===== src/rtl/regfile_scanner.sv =====
// ---------------------------------------------------------------------------
// regfile_scanner
//
// Read-side master for the 32x32 register file read ports. A start pulse
// walks every register in pairs: port A reads the even index and port B the
// odd index of the same pair. The pair is captured in one cycle, and the two
// words are streamed out as (index, data) on a valid/ready port. This is the
// debug and dump path, used for state dumps and the board-state readout.
//
// Build option:
//   REGSCAN_CHECKSUM_EN - when defined, checksum is a running XOR of every
//                         word accepted since the last start. When undefined,
//                         checksum is tied to 0 and no XOR logic is built.
//                         The port list is the same in both builds.
//
// Ports:
//   clock          in   1       system clock, rising edge
//   ctrl_reset_n   in   1       asynchronous active-low reset
//   start          in   1       1-cycle pulse, begins a scan (ignored while busy)
//   abort          in   1       synchronous, stops the scan and returns to idle
//   busy           out  1       high while a scan is in progress
//   done           out  1       1-cycle pulse after the last word is accepted
//   ctrl_readRegA  out  ADDR_W  regfile port A address (even index)
//   ctrl_readRegB  out  ADDR_W  regfile port B address (odd index)
//   data_readRegA  in   DATA_W  regfile port A data, combinational from address
//   data_readRegB  in   DATA_W  regfile port B data, combinational from address
//   out_valid      out  1       stream word valid
//   out_ready      in   1       stream word accepted when valid && ready at posedge
//   out_index      out  ADDR_W  register number of out_data
//   out_data       out  DATA_W  register contents
//   checksum       out  DATA_W  XOR of all emitted words (0 without the option)
//
// Stream handshake: a word transfers on a rising edge where out_valid and
// out_ready are both high. Once out_valid rises, out_index and out_data hold
// until that transfer. out_valid only drops without a transfer on abort or
// reset. out_ready may stall for any number of cycles.
// ---------------------------------------------------------------------------
module regfile_scanner #(
    parameter int NUM_REGS = 32,
    parameter int ADDR_W   = 5,
    parameter int DATA_W   = 32
) (
    input  logic              clock,
    input  logic              ctrl_reset_n,
    input  logic              start,
    input  logic              abort,
    output logic              busy,
    output logic              done,
    output logic [ADDR_W-1:0] ctrl_readRegA,
    output logic [ADDR_W-1:0] ctrl_readRegB,
    input  logic [DATA_W-1:0] data_readRegA,
    input  logic [DATA_W-1:0] data_readRegB,
    output logic              out_valid,
    input  logic              out_ready,
    output logic [ADDR_W-1:0] out_index,
    output logic [DATA_W-1:0] out_data,
    output logic [DATA_W-1:0] checksum
);

    typedef enum logic [2:0] {
        S_IDLE   = 3'd0,
        S_FETCH  = 3'd1,
        S_SEND_A = 3'd2,
        S_SEND_B = 3'd3,
        S_DONE   = 3'd4
    } state_t;

    localparam logic [ADDR_W-1:0] IDX_ONE  = ADDR_W'(1);
    localparam logic [ADDR_W-1:0] IDX_TWO  = ADDR_W'(2);
    localparam logic [ADDR_W-1:0] LAST_IDX = ADDR_W'(NUM_REGS - 1);

    state_t            state_q, state_d;
    // The read addresses double as the scan pointer: rd_a_q is the even
    // index of the current pair, rd_b_q the odd one.
    logic [ADDR_W-1:0] rd_a_q, rd_a_d;
    logic [ADDR_W-1:0] rd_b_q, rd_b_d;
    logic [DATA_W-1:0] buf_a_q, buf_a_d;
    logic [DATA_W-1:0] buf_b_q, buf_b_d;

    logic start_ok;
    logic word_accept;

    // abort beats start even in idle, so a simultaneous pair starts nothing.
    assign start_ok    = (state_q == S_IDLE) && start && !abort;
    // A transfer coinciding with abort is dropped: the scan is gone.
    assign word_accept = out_valid && out_ready && !abort;

    // ------------------------------------------------------------------
    // Next-state logic
    // ------------------------------------------------------------------
    always_comb begin
        state_d = state_q;
        rd_a_d  = rd_a_q;
        rd_b_d  = rd_b_q;
        buf_a_d = buf_a_q;
        buf_b_d = buf_b_q;

        case (state_q)
            S_IDLE: begin
                if (start_ok) begin
                    rd_a_d  = '0;
                    rd_b_d  = IDX_ONE;
                    state_d = S_FETCH;
                end
            end
            S_FETCH: begin
                // Addresses have been stable since the previous edge, so the
                // combinational read data is valid to capture now.
                buf_a_d = data_readRegA;
                buf_b_d = data_readRegB;
                state_d = S_SEND_A;
            end
            S_SEND_A: begin
                if (out_ready) begin
                    state_d = S_SEND_B;
                end
            end
            S_SEND_B: begin
                if (out_ready) begin
                    if (rd_b_q == LAST_IDX) begin
                        state_d = S_DONE;
                    end else begin
                        rd_a_d  = rd_a_q + IDX_TWO;
                        rd_b_d  = rd_b_q + IDX_TWO;
                        state_d = S_FETCH;
                    end
                end
            end
            S_DONE: begin
                rd_a_d  = '0;
                rd_b_d  = IDX_ONE;
                state_d = S_IDLE;
            end
            default: begin
                rd_a_d  = '0;
                rd_b_d  = IDX_ONE;
                state_d = S_IDLE;
            end
        endcase

        if (abort && (state_q != S_IDLE)) begin
            rd_a_d  = '0;
            rd_b_d  = IDX_ONE;
            state_d = S_IDLE;
        end
    end

    always_ff @(posedge clock or negedge ctrl_reset_n) begin
        if (!ctrl_reset_n) begin
            state_q <= S_IDLE;
            rd_a_q  <= '0;
            rd_b_q  <= IDX_ONE;
            buf_a_q <= '0;
            buf_b_q <= '0;
        end else begin
            state_q <= state_d;
            rd_a_q  <= rd_a_d;
            rd_b_q  <= rd_b_d;
            buf_a_q <= buf_a_d;
            buf_b_q <= buf_b_d;
        end
    end

    // ------------------------------------------------------------------
    // Outputs (decoded from the state and the captured pair)
    // ------------------------------------------------------------------
    always_comb begin
        out_valid = 1'b0;
        out_index = '0;
        out_data  = '0;
        case (state_q)
            S_SEND_A: begin
                out_valid = 1'b1;
                out_index = rd_a_q;
                out_data  = buf_a_q;
            end
            S_SEND_B: begin
                out_valid = 1'b1;
                out_index = rd_b_q;
                out_data  = buf_b_q;
            end
            default: begin
                out_valid = 1'b0;
            end
        endcase
    end

    // busy is already low in the DONE cycle, so it falls together with done.
    assign busy = (state_q == S_FETCH) || (state_q == S_SEND_A) || (state_q == S_SEND_B);
    assign done = (state_q == S_DONE);

    assign ctrl_readRegA = rd_a_q;
    assign ctrl_readRegB = rd_b_q;

    // ------------------------------------------------------------------
    // Optional running checksum
    // ------------------------------------------------------------------
`ifdef REGSCAN_CHECKSUM_EN
    logic [DATA_W-1:0] csum_q, csum_d;

    always_comb begin
        csum_d = csum_q;
        if (start_ok) begin
            csum_d = '0;
        end else if (word_accept) begin
            csum_d = csum_q ^ out_data;
        end
    end

    always_ff @(posedge clock or negedge ctrl_reset_n) begin
        if (!ctrl_reset_n) begin
            csum_q <= '0;
        end else begin
            csum_q <= csum_d;
        end
    end

    assign checksum = csum_q;
`else
    logic unused_accept;
    assign unused_accept = word_accept;
    assign checksum      = '0;
`endif

endmodule

===== config.mk =====
export PLATFORM = sky130hd
export DESIGN_NAME = regfile_scanner
export DESIGN_NICKNAME = d
export VERILOG_FILES = /design/src/rtl/regfile_scanner.sv
export SDC_FILE = /design/constraint.sdc
export NUM_CORES = 1
export LEC_CHECK = 0
export CAP_MARGIN = 20
export CORE_AREA = 2 2 116 84
export CTS_CLUSTER_SIZE = 20
export DETAILED_ROUTE_END_ITERATION = 6
export DIE_AREA = 0 0 118 86
export GPL_TIMING_DRIVEN = 0
export PLACE_DENSITY_LB_ADDON = 0.12
export SLEW_MARGIN = 30
export SYNTH_ARGS = -nofsm -noshare
export SYNTH_HDL_FRONTEND = slang
export SYNTH_SLANG_ARGS = --single-unit
export TNS_END_PERCENT = 20

===== constraint.sdc =====
create_clock -name clock -period 1.8 [get_ports clock]
set_clock_uncertainty 0.05 [all_clocks]
set_input_delay 0.54 -clock clock [delete_from_list [all_inputs] [get_ports clock]]
set_output_delay 0.54 -clock clock [all_outputs]
set_load 0.01 [all_outputs]

==> metrics.md, run 1 <==
| Metric | Value |
|---|---|
| Status | finished, violations left |
| Violated checks | negative setup slack |
| Starting Density | a little over two fifths |
| Min Clock Period, post-route | between 2 and 2.5 ns |
| Synth Area per Inst | between 10 and 15 µm² |
| Hold Path Class | in2async |
| Period utilisation layout | 116% |
| Placer Congestion | ~0.74 |
| Ys Warns | 0 |
| Sequential area share after synthesis | 48.8% |
| Fmax | slightly below 0.5 GHz |
| Met2 usage | between 30% and 40% |
| Cells along the critical path | buf_6, buf_4, nor2_2, and2_1, clkdlybuf4s15_2 |
| Area leader, netlist | dfrtp_1 |
| Top_reg_cell synth | dfrtp_1 |
| First-pass GRT wire length | 15.8 mm |
| Root buffer cell | clkbuf_16 |
| Total CTS buffers | 9 |
| Delay of the slowest cell on the worst path | 0.38 ns |
| CP startpoint kind | flop |
| Buffers on Ports | approximately 120 |
| Antenna violations before repair | 0 |
| Pwr dens | approximately 1600 nW/µm² |
| Leak | approximately 2.8 nW |
| CP arrival | about 1.5 ns |
| Detail Placement HPWL | slightly below 7 mm |
| Worst Path Required | 1.21 ns |
| H-tree Lvls | 3 |
| Crit end category | output pin |
| Via count | 2992 |
| Number of hold buffers added after cts | 0 |
| Met3 Usage GRT | under 10% |
| Setup CP Type | reg2out |
| Gr usage total | slightly above 20% |
| IO Pins | roughly 150 |
| CTS Sinks | 76 |
| Die width | 118 µm |
| Design Power | between 9 and 10 mW |
| R2r endpoint | buf_b_q[24] |
| Synth Instances | between 300 and 400 |
| CORE AREA | ~9000 µm² |
| Async set-or-reset flop fraction in the synthesized netlist | 100% |
| P&R area growth vs syn | 57.2% |
| CP delay by family, top | buffers and inverters |
| Hold slack | 0.0201 ns |
| Worst-Skew Late Latency | between 0.3 and 0.4 ns |
| Vias in the first global route | slightly below 3000 |
| Ranking of synthesized cells by area | dfrtp_1 48%, mux2_1 18%, mux2i_1 9.2%, buf_4 6.5%, nor2_1 4.0% |
| CTS clk-pin slew, worst paths | ~0.060 ns |
| Max FO, Critical Path | 6 |
| N_diodes | 0 |
| Worst Path Buf+Inv | 3 |
| DP Worst Slack | -0.683 ns |
| Mapped cell area | between 3000 and 4000 µm² |
| Met1 Track Usage GR | 27.0% |
| Die extent in y | around 86 µm |
| Largest net degree at the start of global routing | around 50 |
| GRT overflow | 0 |
| #FFs+latches synth | 76 |
| Layout cells sized above 1 | 35.3% |
| Nets@finish | between 500 and 600 |
| Register-to-Register Setup Slack | -0.10 ns |
| RSZ-0062 raised after global routing | yes |
| Max Cap Viol | 0 |
| Number of vias per cell | roughly 4.8 |
| CP max stage cell | dfrtp_1 |
| Worst VDD drop | between 800 and 900 µV |
| Routed Antenna Nets | 0 |
| Final setup violation count | ~100 |
| EDFF count, synth | 0 |
| RR Startpoint | state_q[0] |
| Most Crowded Layer GR | met2 |
| Most frequent cells in the layout | 74 x dfrtp_1, 66 x clkdlybuf4s50_1, 61 x mux2_1 |
| Max clock buf depth | 2 |
| Synth top area share | 48.1% |
| Reg2Reg Depth | 7 |
| Number of remaining DRC errors | 0 |
| Cell Rows | 29 |
| Endpoints failing hold | 0 |
| Final setup margin | -0.280 ns |
| Initial drt markers | 116 |
| Most common cell after layout, fill and taps aside | dfrtp_1 |
| Max-slew violations | 0 |
| Die area | 10100 µm² |
| Routed length per instance | around 16 µm |
| Detailed-route wire length | between 10 and 15 mm |
| CTS tree | yes |
| Post-synth cell types | 36 |
| Initial DRT Pass Iterations | 4 |
==> worst max-delay path by stage <==
stage | from | end | cells past startpoint
after global placement | ctrl_reset_n | buf_b_q[21] | 1
final | state_q[0] | done | 5
after global routing | state_q[0] | done | 5
after detailed placement | state_q[2] | out_data[8] | 6
after floorplan | state_q[2] | out_data[0] | 5
after CTS | state_q[2] | out_data[18] | 6
==> final cells by class <==
type,instances,area [µm²]
Inverter,3,11.3
Clock buffer,13,280
Clock inverter,3,18.8
Tap cell,124,155
Buffer,53,522
Sequential cell,76,1900
Timing Repair Buffer,130,1280
Fill cell,706,2830
Multi-Input combinational cell,223,1970
==> routing by layer <==
metal  vias to the layer above  share of wire, %  wire (µm)
met4                         0              0.89         91
met3                        10               7.3        744
met1                      1462                44       4460
li1                       1409                 -          -
met2                       111                48       4900
met5                         -                 0          0
==> repair_timing <==
item	CTS	global route
pin swaps	14	6
endpoints found under the setup margin	49	107
buffers inserted	7	2
cloned	3	2
resized for setup	255	30
==> power breakdown <==
part / leakage (nW) / switching (mW) / internal [mW]
Sequential: 0.905 / 0.492 / 2.50
Combinational: 1.78 / 2.21 / 2.75
Clock: 0.152 / 0.660 / 1.08
Total: 2.84 / 3.36 / 6.33
==> logic make-up after synthesis <==
| logic type | after synthesis | share of synthesized area, % |
|---|---|---|
| compound gates | 23 | 4.17 |
| fa+ha+maj | 2 | 0.641 |
| buf+inv | 57 | 10.7 |
| flops | 76 | 48.8 |
| mux | 102 | 28.3 |
| other cells | 1 | 0.0961 |
| simple gates | 63 | 7.40 |
==> sequential cells by signal (all words and copies together) (netlist names) <==
name	count
buf_a_q	32
buf_b_q	32
ctrl_readRegB	5
ctrl_readRegA	4
state_q	3
==> cell usage after synthesis, types with 2 or more instances <==
cell,instances
a21oi_1,7
buf_4,34
nor3_1,2
ha_1,2
nor2_1,42
dfrtp_1,75
a31oi_1,2
a21o_1,2
and3_1,5
mux2_1,61
a22o_1,2
nand3_1,3
nand2_1,3
nand2b_1,2
o21ai_1,2
inv_1,3
mux2_2,5
buf_6,8
mux2i_1,36
buf_2,12
==> metrics by stage <==
stage	utilization [%]	cells	TNS (ns)	cell area [µm²]
6_report	68.5	625	-13.72	6140
5_1_grt	68.5	625	-21.55	6140
4_1_cts	66.4	622	-14.64	5950
3_5_place_dp	59.9	597	-23.28	5370
3_3_place_gp	59.6	596	-221.47	5340
2_1_floorplan	-	356	0	4020
==> worst reg2reg max path, stage by stage, from the launching register on <==
cell and delay [ns]:
dfrtp_1 0.35, buf_6 0.17, buf_4 0.15, buf_4 0.13, nor3b_2 0.15, buf_4 0.24, buf_6 0.19, mux2_1 0.35
No activity file was read; power rests on OpenSTA's default activity.
==> run 2: changes to the inputs <==
--- a/config.mk
+++ b/config.mk
@@ -5,11 +5,11 @@
 export SDC_FILE = /design/constraint.sdc
 export NUM_CORES = 1
 export LEC_CHECK = 0
-export CAP_MARGIN = 20
-export CORE_AREA = 2 2 116 84
+export ABC_CLOCK_PERIOD_IN_PS = 1900
+export CORE_AREA = 2 2 122 88
 export CTS_CLUSTER_SIZE = 20
 export DETAILED_ROUTE_END_ITERATION = 6
-export DIE_AREA = 0 0 118 86
+export DIE_AREA = 0 0 124 90
 export GPL_TIMING_DRIVEN = 0
 export PLACE_DENSITY_LB_ADDON = 0.12
 export SLEW_MARGIN = 30
==> constraint.sdc (replaced) <==
create_clock -name clock -period 1.9 [get_ports clock]
set_clock_uncertainty 0.05 [all_clocks]
set_input_delay 0.57 -clock clock [delete_from_list [all_inputs] [get_ports clock]]
set_output_delay 0.57 -clock clock [all_outputs]
set_load 0.01 [all_outputs]
==> run 2 against run 1 <==
The run still ends with negative setup slack left. Flip-flop and latch count unchanged. Sequential share of layout area rose by 1.5 points. Clock power rose by 9%. Worst hold slack better by 0.15 ns. First-iteration DRC count decreased by 30%. Critical path depth is the same. Utilization fell by 10 points.
==> metrics.md, run 2 (same netlist as run 1, synthesis figures left out) <==
| Metric | Value |
|---|---|
| Status | finished, violations left |
| Violated checks | negative setup slack |
| H-tree Lvls | 3 |
| Max clock buf depth | 2 |
| Final setup violation count | 39 |
| CP startpoint | state_q[2] |
| R2r endpoint | buf_b_q[24] |
| Leak | between 2 and 3 nW |
| Final Util | 58.2% |
| Fmax | approximately 0.48 GHz |
| Design Power | roughly 9 mW |
| Gr usage total | 18.0% |
| CORE AREA | ~10000 µm² |
| Most common cell after layout, fill and taps aside | dfrtp_1 |
| Die area | between 10000 and 15000 µm² |
| Pwr dens | 1490 nW/µm² |
| Largest net degree at the start of global routing | 40 |
| Post-placement cell count | between 600 and 700 |
| Max Cap Viol | 0 |
| Post-Layout Inst Area | between 5000 and 6000 µm² |
| Routed length per instance | 15.4 µm |
| Nets@finish | 561 |
| Number of hold buffers added after cts | 0 |
| Fin cells | around 630 |
| P&R area growth vs syn | 50.3% |
| RR Startpoint | state_q[2] |
| Worst Path Required | ~1.3 ns |
| Headroom to the max-slew limit | 64.4% |
| Die extent in y | approximately 90 µm |
| Hold Path Class | in2async |
| Worst VDD drop | 720 µV |
| N_diodes | 0 |
| CP startpoint kind | flop |
| Routed Antenna Nets | 0 |
| First-pass GRT wire length | ~15 mm |
| FILL cells | slightly below 900 |
| Vias in the first global route | roughly 3000 |
| Max-slew violations | 0 |
| Register-to-Register Setup Slack | 0.03 ns |
| IO Pins | between 150 and 200 |
| Hold slack | between 0.15 and 0.2 ns |
| Number of remaining DRC errors | 0 |
| Die width | between 100 and 150 µm |
| Starting Density | around two fifths |
| Worst-margin pin slew | 0.535 ns |
| Initial drt markers | 81 |
| Period utilisation layout | 110% |
| Final setup margin | -0.190 ns |
| Reg2Reg Depth | 6 |
| CP arrival | between 1 and 1.5 ns |
| Cell Rows | 31 |
| Total CTS buffers | 9 |
| Antenna violations before repair | 0 |
| Detail Placement HPWL | 6.74 mm |
| Number of vias per cell | 4.58 |
| Placer Congestion | about 0.78 |
| GRT overflow | 0 |
| Placed Area | about 5400 µm² |
| RSZ-0062 raised after global routing | yes |
| Via count | approximately 2900 |
| Detailed-route wire length | 9.65 mm |
| CTS tree | yes |
| CTS Sinks | 76 |
| Min Clock Period, post-route | 2.09 ns |
| Initial DRT Pass Iterations | 4 |
| CTS clk-pin slew, worst paths | around 0.06 ns |
| Endpoints failing hold | 0 |
| Most frequent cells in the layout | 73 x dfrtp_1, 66 x clkdlybuf4s50_1, 61 x mux2_1 |
| Root buffer cell | clkbuf_16 |
| Worst-Skew Late Latency | around 0.33 ns |
| Max FO, Critical Path | 10 |
| Crit end category | output pin |
| Worst Setup EP | out_data[24] |
| Layout cells sized above 1 | 32.7% |
| Setup CP Type | reg2out |
| Buffers on Ports | ~120 |
## run 2: changes by cell type in the layout (fill, tap and decap cells not counted), sizes merged
cell,delta
buf,-3
clkinvlp,+2
clkdlybuf4s15,-2
bufbuf,+1
dlygate4sd2,+1
clkinv,-2
bufinv,+2
clkbuf,-5
## run 2: repair_timing
item                                    in CTS  in global routing
endpoints found under the setup margin      49                100
pin swaps                                    2                  1
buffers inserted                             5                  1
resized for setup                          214                 32
cloned                                       1                  0
## run 2: final cells by class
class | count | area [µm²] | share of cell area, %
Buffer | 53 | 504 | 8.60
Clock buffer | 11 | 253 | 4.31
Clock inverter | 5 | 83.8 | 1.43
Inverter | 3 | 11.3 | 0.192
Multi-Input combinational cell | 223 | 1860 | 31.7
Sequential cell | 76 | 1910 | 32.5
Tap cell | 132 | 165 | 2.82
Timing Repair Buffer | 124 | 1080 | 18.5
## run 2: worst min-delay path by stage
stage                  from               end  slack [ns]  cells past startpoint
2_1_floorplan  ctrl_reset_n        buf_a_q[0]        0.22                      0
3_3_place_gp     buf_a_q[1]        buf_a_q[1]        0.42                      1
3_5_place_dp    buf_b_q[31]       buf_b_q[31]        0.42                      1
4_1_cts        ctrl_reset_n  ctrl_readRegB[2]        0.18                      1
5_1_grt        ctrl_reset_n       buf_b_q[10]        0.20                      1
6_report       ctrl_reset_n  ctrl_readRegA[3]        0.17                      1
## run 2: routing by layer
layer	GRT usage, %	wire length, µm	vias up
met5	0	0	-
met4	4.21	85	0
met3	6.54	745	9
met2	28.0	4430	87
met1	24.0	4380	1386
li1	-	-	1387
## run 2: stage by stage
step	setup slack, ns	TNS [ns]
global placement	-2.54	-212.14
global route	-0.248	-10.83
CTS	-0.207	-6.60
floorplan	0.106	0
finish	-0.190	-6.10
detailed placement	-0.615	-21.34
## run 2: critical path, cell delays in order (launching register included)
cell,delay [ns]
dfrtp_2,0.41
nand2b_4,0.17
buf_12,0.15
buf_6,0.15
nor2_2,0.12
buf_2,0.13
## run 2: report_power, final
part / switching, mW / total, mW / leakage [nW] / internal, mW
Clock: 0.663 / 1.89 / 0.158 / 1.22
Combinational: 1.87 / 4.08 / 1.70 / 2.21
Sequential: 0.421 / 2.79 / 0.903 / 2.37
Total: 2.96 / 8.75 / 2.76 / 5.80
==> run 3: changes to the inputs <==
--- a/config.mk
+++ b/config.mk
@@ -6,6 +6,7 @@
 export NUM_CORES = 1
 export LEC_CHECK = 0
 export ABC_CLOCK_PERIOD_IN_PS = 1900
+export CAP_MARGIN = 25
 export CORE_AREA = 2 2 122 88
 export CTS_CLUSTER_SIZE = 20
 export DETAILED_ROUTE_END_ITERATION = 6
==> results of run 3 <==
Same layout as run 2: the final DEF is identical, and so are final timing and power.
